### src/rtl/text_reveal_ctrl.sv
`default_nettype none
// ============================================================================
// Module   : text_reveal_ctrl
// Purpose  : Drives the shared glyph renderer to draw one of four fixed banner
//            messages with a typewriter-style letter reveal, then optionally
//            blinks the complete message.
// Ports    : clk, reset        - clock, synchronous active-high reset
//            x, y              - current VGA pixel column / row
//            frame_tick        - one pulse per frame (reveal/blink timebase)
//            start, clear      - begin reveal of msg_sel / blank and go idle
//            msg_sel, blink_en - message index (sampled on start), blink enable
//            select_char       - glyph code for this pixel's cell (31 = blank)
//            posx, posy        - cell origin, zero-extended to 32 bits
//            char_en           - pixel may be lit (ANDed with glyph downstream)
//            reveal_count      - letters currently revealed
//            busy, done        - revealing / message fully shown
// Revision : 1.0 - initial release
// ============================================================================
module text_reveal_ctrl #(
  parameter int BASE_X       = 100,
  parameter int BASE_Y       = 50,
  parameter int REVEAL_TICKS = 2,
  parameter int BLINK_TICKS  = 3
) (
  input  logic        clk,
  input  logic        reset,
  input  logic [9:0]  x,
  input  logic [9:0]  y,
  input  logic        frame_tick,
  input  logic        start,
  input  logic        clear,
  input  logic [1:0]  msg_sel,
  input  logic        blink_en,
  output logic [4:0]  select_char,
  output logic [31:0] posx,
  output logic [31:0] posy,
  output logic        char_en,
  output logic [3:0]  reveal_count,
  output logic        busy,
  output logic        done
);

  localparam int TW = (REVEAL_TICKS > 1) ? $clog2(REVEAL_TICKS) : 1;
  localparam int BW = (BLINK_TICKS > 1) ? $clog2(BLINK_TICKS) : 1;
  localparam logic [TW-1:0] REV_LAST   = TW'(REVEAL_TICKS - 1);
  localparam logic [BW-1:0] BLINK_LAST = BW'(BLINK_TICKS - 1);
  localparam logic [4:0]    BLANK      = 5'd31;

  typedef enum logic [1:0] {IDLE = 2'd0, REVEAL = 2'd1, SHOW = 2'd2} state_t;

  state_t        state;
  logic [1:0]    msg;
  logic [TW-1:0] tick_cnt;
  logic [BW-1:0] blink_cnt;
  logic          visible;

  // Glyph codes: S=0 T=1 R=2 G=3 A=4 M=5 H=6 I=7 O=8 V=9
  function automatic logic [4:0] rom_code(input logic [1:0] m, input logic [2:0] i);
    logic [4:0] c;
    c = BLANK;
    case (m)
      2'd0: case (i)           // START
              3'd0: c = 5'd0;
              3'd1: c = 5'd1;
              3'd2: c = 5'd4;
              3'd3: c = 5'd2;
              3'd4: c = 5'd1;
              default: c = BLANK;
            endcase
      2'd1: case (i)           // GO
              3'd0: c = 5'd3;
              3'd1: c = 5'd8;
              default: c = BLANK;
            endcase
      2'd2: case (i)           // HI
              3'd0: c = 5'd6;
              3'd1: c = 5'd7;
              default: c = BLANK;
            endcase
      default: case (i)        // VS
              3'd0: c = 5'd9;
              3'd1: c = 5'd0;
              default: c = BLANK;
            endcase
    endcase
    return c;
  endfunction

  function automatic logic [3:0] msg_len(input logic [1:0] m);
    return (m == 2'd0) ? 4'd5 : 4'd2;
  endfunction

  logic [3:0] rc_next;
  assign rc_next = reveal_count + 4'd1;

  always_ff @(posedge clk) begin
    if (reset) begin
      state        <= IDLE;
      msg          <= 2'd0;
      reveal_count <= 4'd0;
      tick_cnt     <= '0;
      blink_cnt    <= '0;
      visible      <= 1'b1;
    end else if (clear) begin
      state        <= IDLE;
      reveal_count <= 4'd0;
      tick_cnt     <= '0;
      blink_cnt    <= '0;
      visible      <= 1'b1;
    end else if (start) begin
      // Restart from any state; a coincident frame_tick is deliberately dropped.
      state        <= REVEAL;
      msg          <= msg_sel;
      reveal_count <= 4'd0;
      tick_cnt     <= '0;
      blink_cnt    <= '0;
      visible      <= 1'b1;
    end else begin
      case (state)
        REVEAL: begin
          if (frame_tick) begin
            if (tick_cnt == REV_LAST) begin
              tick_cnt     <= '0;
              reveal_count <= rc_next;
              if (rc_next == msg_len(msg)) state <= SHOW;
            end else begin
              tick_cnt <= tick_cnt + TW'(1);
            end
          end
        end
        SHOW: begin
          if (!blink_en) begin
            visible   <= 1'b1;
            blink_cnt <= '0;
          end else if (frame_tick) begin
            if (blink_cnt == BLINK_LAST) begin
              blink_cnt <= '0;
              visible   <= ~visible;
            end else begin
              blink_cnt <= blink_cnt + BW'(1);
            end
          end
        end
        default: ;
      endcase
    end
  end

  assign busy = (state == REVEAL);
  assign done = (state == SHOW);

  // Pixel path. 11-bit arithmetic keeps x < BASE_X from wrapping into the text.
  logic [10:0] x_ext, y_ext, dx;
  logic [6:0]  idx;
  logic [3:0]  off;
  logic        in_row, in_region;

  assign x_ext     = {1'b0, x};
  assign y_ext     = {1'b0, y};
  assign dx        = x_ext - 11'(BASE_X);
  assign idx       = dx[10:4];
  assign off       = dx[3:0];
  assign in_row    = (y_ext >= 11'(BASE_Y)) && (y_ext <= 11'(BASE_Y + 19));
  assign in_region = (x_ext >= 11'(BASE_X)) && ({3'b000, msg_len(msg)} > idx) && in_row;

  assign select_char = in_region ? rom_code(msg, idx[2:0]) : BLANK;
  assign posx        = in_region ? (32'(BASE_X) + {21'd0, idx, 4'd0}) : 32'd0;
  assign posy        = in_region ? 32'(BASE_Y) : 32'd0;
  // Columns 10..15 of each cell are inter-letter gap.
  assign char_en     = in_region && (off <= 4'd9) && ({3'b000, reveal_count} > idx)
                       && visible && (state != IDLE);

endmodule
`default_nettype wire

### config.mk
export PLATFORM = sky130hd
export DESIGN_NAME = text_reveal_ctrl
export DESIGN_NICKNAME = d
export VERILOG_FILES = /design/src/rtl/text_reveal_ctrl.sv
export SDC_FILE = /design/constraint.sdc
export NUM_CORES = 1
export LEC_CHECK = 0
export CORE_MARGIN = 2
export CORE_UTILIZATION = 36
export DETAILED_ROUTE_END_ITERATION = 10
export GPL_ROUTABILITY_DRIVEN = 0
export PLACE_DENSITY = 0.8
export SYNTH_ARGS = -nofsm -noshare
export SYNTH_HDL_FRONTEND = slang
export SYNTH_SLANG_ARGS = --single-unit
### constraint.sdc
create_clock -name clk -period 4.05 [get_ports clk]
set_input_delay 0.81 -clock clk [delete_from_list [all_inputs] [get_ports clk]]
set_output_delay 0.81 -clock clk [all_outputs]
set_load 0.02 [all_outputs]
==> impl_metrics.json, run 1 <==
{
  "yosys_warnings": 0,
  "syn_area_per_cell_um2": 7.612,
  "max_freq_mhz": 256.6,
  "slowest_delay_ns": 0.37,
  "critPathSlowestCell": "a311o_1",
  "cts_made_buffers": 3,
  "antenna_found_initial": 0,
  "critPathLaunchType": "input pin",
  "placed_cell_area_mm2": 0.001947,
  "rsz0062_at_grt": "no",
  "die_h_um": 69.52,
  "reg2reg_setup_slack_ns": 2.35,
  "synth_flop_cell": "dfxtp_1",
  "antenna_cells_inserted": 0,
  "final_nets": 297,
  "critical_path_buf_inv_count": 4,
  "wl_mm": 3.417,
  "critPathArrivalTime_ns": 3.09,
  "period_minus_slack_ns": 3.897,
  "cts.sinks": 12,
  "synthTopCellsByArea": "buf_4, dfxtp_1, ha_1",
  "hold_ws_ns": 0.5282,
  "cts_tree": "yes",
  "row_count": 23,
  "fillers": 427,
  "cap_violations": 0,
  "port_buffers": 45,
  "worstPathMaxFanout": 4,
  "slew_violations": 0,
  "tns_ns": 0,
  "cts.htree.levels": 1,
  "criticalPathCategory": "in -> out",
  "drt-wirelength-per-cell_um": 10.92,
  "drive_gt1_share_pct": 16.35,
  "syn_area_mm2": 0.001545,
  "dp_hpwl_mm": 2.858,
  "cp_data_required_time_ns": 3.24,
  "yosys.area.top_type": "buf_4",
  "areaGrowthSynthToFinish_pct": 29.23,
  "viasPerCell": 4.757,
  "synth_edf_count": 0,
  "finalInstanceArea_mm2": 0.001997,
  "pwr_density_cell_mw_per_mm2": 207.3,
  "first_iter_violations": 87,
  "grt_pass1_wl_mm": 5.368,
  "core_mm2": 0.004058,
  "dieArea_mm2": 0.004832,
  "crit_family": "compound AO/OA/AOI/OAI gates",
  "hold_viol_final": 0,
  "leakage_uw": 0.0008966,
  "ys_ff_latch": 12,
  "whs_path_depth": 2,
  "setup_viol": 0,
  "fin_skew_ns": 0.002805,
  "synth_seq_area_share_pct": 15.55,
  "min_to": "state[1]",
  "cp_cell_sequence": "dlygate4sd2_1 > o21a_1 > nor2_2 > inv_1 > ha_1 > or2_2 > a311o_1 > o41ai_2 > or2_4 > buf_4 > o2111ai_2 > buf_6",
  "clock_path_buffers": 2,
  "ant_nets": 0,
  "initial_core_util_pct": 38.08,
  "clk_latency_ns": 0.25,
  "yosys.area.top_type_share_pct": 29.15,
  "synth_cell_types": 48,
  "die_w_um": 69.52,
  "syn_inst": 203,
  "grt-ovfl-total": 0,
  "boundaryPins": 104,
  "reg2reg_depth": 4,
  "first_global_vias": 1247,
  "drc": 0,
  "hold_class": "reg -> reg",
  "holdBufCountCts": 0,
  "grtUsageTotal_pct": 13.46,
  "async_flop_share_pct": 0,
  "r2r_end": "state[0]",
  "cts.clk_slew.worst_paths_ns": 0.06,
  "min_from": "state[1]",
  "cts-root-buf": "clkbuf_8",
  "first_pass_iters": 4,
  "num_vias": 1489,
  "rr_startpoint": "reveal_count[0]",
  "end_kind": "output pin",
  "grt_max_degree": 16,
  "final_min_period_over_clock_period_pct": 96.22,
  "status": "finished, final reports clean",
  "ir_worst_vdd_v": 0.0001336
}
logic make-up after synthesis:
kind of cell | count (synthesis) | share of synthesized area (%)
other | 1 | 0.2427
adders and majority gates | 7 | 5.425
buffers and inverters | 73 | 32.96
and+or+nand+nor | 53 | 18.30
muxes | 1 | 0.6478
DFF | 12 | 15.55
AOI/OAI and AO/OA | 48 | 22.35
xor gates and xnor gates | 8 | 4.535
Yosys cell counts (all sizes together) (5+ instances only):
cell and instances:
a21oi 12, o21ai 11, xnor2 5, ha 5, nor2 16, o2111ai 5
inv 7, dfxtp 12, nand2 7, buf 63, nor3 5
per-layer routing:
layer / track usage [%] / part of all wire, % / up-vias
li1: - / - / 724
met1: 15.35 / 40 / 682
met2: 23.61 / 48 / 79
met3: 2.471 / 9.5 / 4
met4: 7.190 / 1.9 / 0
met5: 0 / 0 / -
power by group:
group	internal (uW)	leakage, uW	switching, uW
logic	62.0	0.000771	94.3
registers	120	0.0000971	1.83
clock network	86.2	0.0000288	50.0
total	268	0.000897	146
repair_timing:
action	CTS	global route
gates resized for setup	37	8
pin swaps	2	2
setup buffers	0	0
hold endpoints to repair	0	0
setup endpoints to repair	14	13
metrics by stage:
stage / util (%) / worst slack, ns / total power, uW / std cells
after global placement: 47.98 / -0.4712 / 275.2 / 309
after floorplan: - / 0.3602 / 260.0 / 258
after CTS: 48.87 / 0.002733 / 415.8 / 313
after detailed placement: 47.98 / -0.4861 / 278.0 / 309
final: 49.21 / 0.1530 / 414.0 / 313
after global routing: 49.21 / 0.03648 / 433.7 / 313
placed cells by master, fill, tap and decap left out, drive strengths merged, types with 6 or more instances in the layout:
| cell type | Yosys | final |
|---|---|---|
| conb | 1 | 56 |
| a21oi | 12 | 12 |
| nand2 | 7 | 7 |
| clkdlybuf4s15 | 0 | 6 |
| o21ai | 11 | 11 |
| inv | 7 | 7 |
| nor2 | 16 | 16 |
| clkdlybuf4s50 | 0 | 28 |
| buf | 63 | 27 |
| dfxtp | 12 | 12 |
worst max path at each step:
stage / start / endpoint / slack (ns) / cells past startpoint
global route: x[2] / select_char[1] / 0.04 / 12
finish: x[2] / select_char[1] / 0.15 / 12
detailed placement: x[2] / char_en / -0.49 / 11
global placement: x[2] / char_en / -0.47 / 11
floorplan: x[3] / char_en / 0.36 / 9
CTS: x[4] / select_char[3] / 0.003 / 11
area by class of cell:
class | instances | area [um2] | area share, %
Clock buffer | 4 | 55.05 | 2.757
Inverter | 7 | 26.28 | 1.316
Multi-Input combinational cell | 173 | 1020 | 51.07
Sequential cell | 12 | 240.2 | 12.03
Tap cell | 50 | 62.56 | 3.133
Timing Repair Buffer | 67 | 593.1 | 29.70
worst reg2reg max path, stage by stage (launching register included):
cell and delay, ns:
dfxtp_1 0.46, ha_1 0.31, o41ai_1 0.48, a31oi_1 0.17
o21a_1 0.19
sequential cells by signal, indices dropped and copies added (netlist names):
| signal | cells |
|---|---|
| msg | 2 |
| tick_cnt | 1 |
| reveal_count | 4 |
| state | 2 |
| visible | 1 |
| blink_cnt | 2 |
Power figures use the tool's default switching activity.
==> inputs of run 2 (changes only) <==
Settings changed: CTS_BUF_LIST set to sky130_fd_sc_hd__clkbuf_16.
==> run 2 against run 1 <==
Clock power grew 37%. Fmax about the same. Power rose by 12%. Combinational power barely moved. Critical path depth unchanged. Sequential power about the same. Setup slack barely moved. Sequential share of layout area fell by 0.14 points. Core utilization increased by 0.59 points. Clock skew shrank 0.0021 ns. Flip-flop and latch count unchanged. Non-clock buffer count is the same. Critical endpoint unchanged. Largest power group is now clock.
==> impl_metrics.json, run 2 (synthesis gave the netlist of run 1 again) <==
{
  "drive_gt1_share_pct": 15.97,
  "grt-ovfl-total": 0,
  "clock_path_buffers": 2,
  "dieArea_mm2": 0.004832,
  "hold_viol_final": 0,
  "ir_worst_vdd_v": 0.0001624,
  "status": "finished, final reports clean",
  "grt_pass1_wl_mm": 5.423,
  "dp_hpwl_mm": 2.858,
  "p_int_uw": 312.4,
  "max_freq_mhz": 256.6,
  "critical_path_buf_inv_count": 4,
  "power_frac_comb_pct": 33.7,
  "first_pass_iters": 4,
  "first_global_vias": 1271,
  "hold_class": "reg -> reg",
  "slew_violations": 0,
  "switchingPower_uw": 152.2,
  "worstPathMaxFanout": 4,
  "clk_latency_ns": 0.24,
  "num_vias": 1474,
  "areaGrowthSynthToFinish_pct": 30.77,
  "cts-root-buf": "clkbuf_16",
  "period_minus_slack_ns": 3.897,
  "cts.htree.levels": 1,
  "fin_skew_ns": 0.0006830,
  "grtUsageTotal_pct": 13.52,
  "wl_mm": 3.473,
  "grt_util_met3_pct": 2.907,
  "cts.clk_slew.worst_paths_ns": 0.04,
  "criticalPathCategory": "in -> out",
  "largest_register_ffs": 4,
  "critPathSlowestCell": "a311o_1",
  "antenna_cells_inserted": 0,
  "fillers": 427,
  "viasPerCell": 4.709,
  "total_power_uw": 464.6,
  "cts.sinks": 12,
  "antenna_found_initial": 0,
  "post_cts_buffers": 0,
  "largest_register": "reveal_count",
  "cap_violations": 0,
  "drc": 0,
  "die_w_um": 69.52,
  "rsz0062_at_grt": "no",
  "boundaryPins": 104,
  "drt-wirelength-per-cell_um": 11.10,
  "first_iter_violations": 72,
  "port_buffers": 45,
  "cp_cell_sequence": "dlygate4sd2_1 > o21a_1 > nor2_2 > inv_1 > ha_1 > or2_2 > a311o_1 > o41ai_2 > or2_4 > buf_4 > o2111ai_2 > buf_6",
  "final_min_period_over_clock_period_pct": 96.23,
  "initial_core_util_pct": 38.08,
  "pwr-share-seq_pct": 26.2,
  "grt_max_degree": 16,
  "row_count": 23,
  "leakage_uw": 0.0009064,
  "core_mm2": 0.004058,
  "use_met1_pct": 15.44,
  "grt_busiest_layer": "met2",
  "critPathArrivalTime_ns": 3.09,
  "setup_viol": 0,
  "swShare_pct": 32.76,
  "pwr_density_cell_mw_per_mm2": 229.9,
  "final_common_cell": "conb_1",
  "end_kind": "output pin",
  "critPathLaunchType": "input pin",
  "cts_made_buffers": 3,
  "ant_nets": 0,
  "die_h_um": 69.52,
  "crit_family": "compound AO/OA/AOI/OAI gates",
  "post-route-util_pct": 49.80,
  "final_nets": 297,
  "cts_tree": "yes",
  "grt_util_met2_pct": 24.04,
  "cp_data_required_time_ns": 3.24,
  "slowest_delay_ns": 0.37,
  "layout_common_cells": "conb_1, clkdlybuf4s50_1, buf_4",
  "p_clk_share_pct": 40.1
}
==> run 2: cell types whose count changed in the layout (fill, tap and decap cells not counted), sizes merged <==
cell,change
clkbuf,-1
clkinv,+1
==> run 2: worst min-delay path: stages (launching register included) <==
cell      delay (ns)
dfxtp_1         0.34
o22ai_1         0.09
nand2b_1        0.06
==> run 2: path summary, 6_finish.rpt <==
| path | from | to | slack, ns | cells past startpoint |
|---|---|---|---|---|
| setup / recovery | x[2] | select_char[1] | 0.15 | 12 |
| hold / removal | visible | visible | 0.52 | 2 |
| setup reg to reg | reveal_count[0] | state[0] | 2.35 | 4 |
| hold reg to reg | visible | visible | 0.52 | 2 |
==> run 2: layout make-up <==
type,count,area (um2),share of cell area (%)
Clock inverter,1,3.754,0.1858
Inverter,7,26.28,1.300
Clock buffer,3,75.07,3.715
Multi-Input combinational cell,173,1020,50.46
Sequential cell,12,240.2,11.89
Timing Repair Buffer,67,593.1,29.35
Tap cell,50,62.56,3.096
==> run 2: power by group through the flow <==
| stage | logic (uW) | registers, uW | clock network, uW |
|---|---|---|---|
| floorplan | 137 | 123 | 0 |
| global placement | 151 | 124 | 0 |
| detailed placement | 154 | 124 | 0 |
| CTS | 156 | 122 | 189 |
| global route | 169 | 122 | 194 |
| finish | 157 | 122 | 186 |
==> run 2: metal layers <==
layer,vias up,share of wire [%]
met3,5,8.7
li1,719,-
met1,680,41
met4,0,1.7
met5,-,0
met2,70,49
==> run 2: stage by stage <==
step	instance area, um2	std cells	worst slack (ns)	TNS [ns]	hold slack, ns
6_report	2021	313	0.1527	0	0.5226
5_1_grt	2021	313	0.03648	0	0.5618
3_5_place_dp	1947	309	-0.4861	-5.607	0.5194
2_1_floorplan	1752	258	0.3602	0	0.4680
4_1_cts	2007	313	0.002733	0	0.5282
3_3_place_gp	1947	309	-0.4712	-5.071	0.4972
==> run 2: timing repair <==
item | CTS | global route
endpoints found under the setup margin | 14 | 13
gates resized for setup | 37 | 8
pin swaps | 2 | 2
hold endpoints to repair | 0 | 0
hold buffers | 0 | 0
==> inputs of run 3 (changes only) <==
Settings changed: TNS_END_PERCENT set to 50.
==> results of run 3 <==
No change in the layout: final DEF, timing and power equal those of run 2.
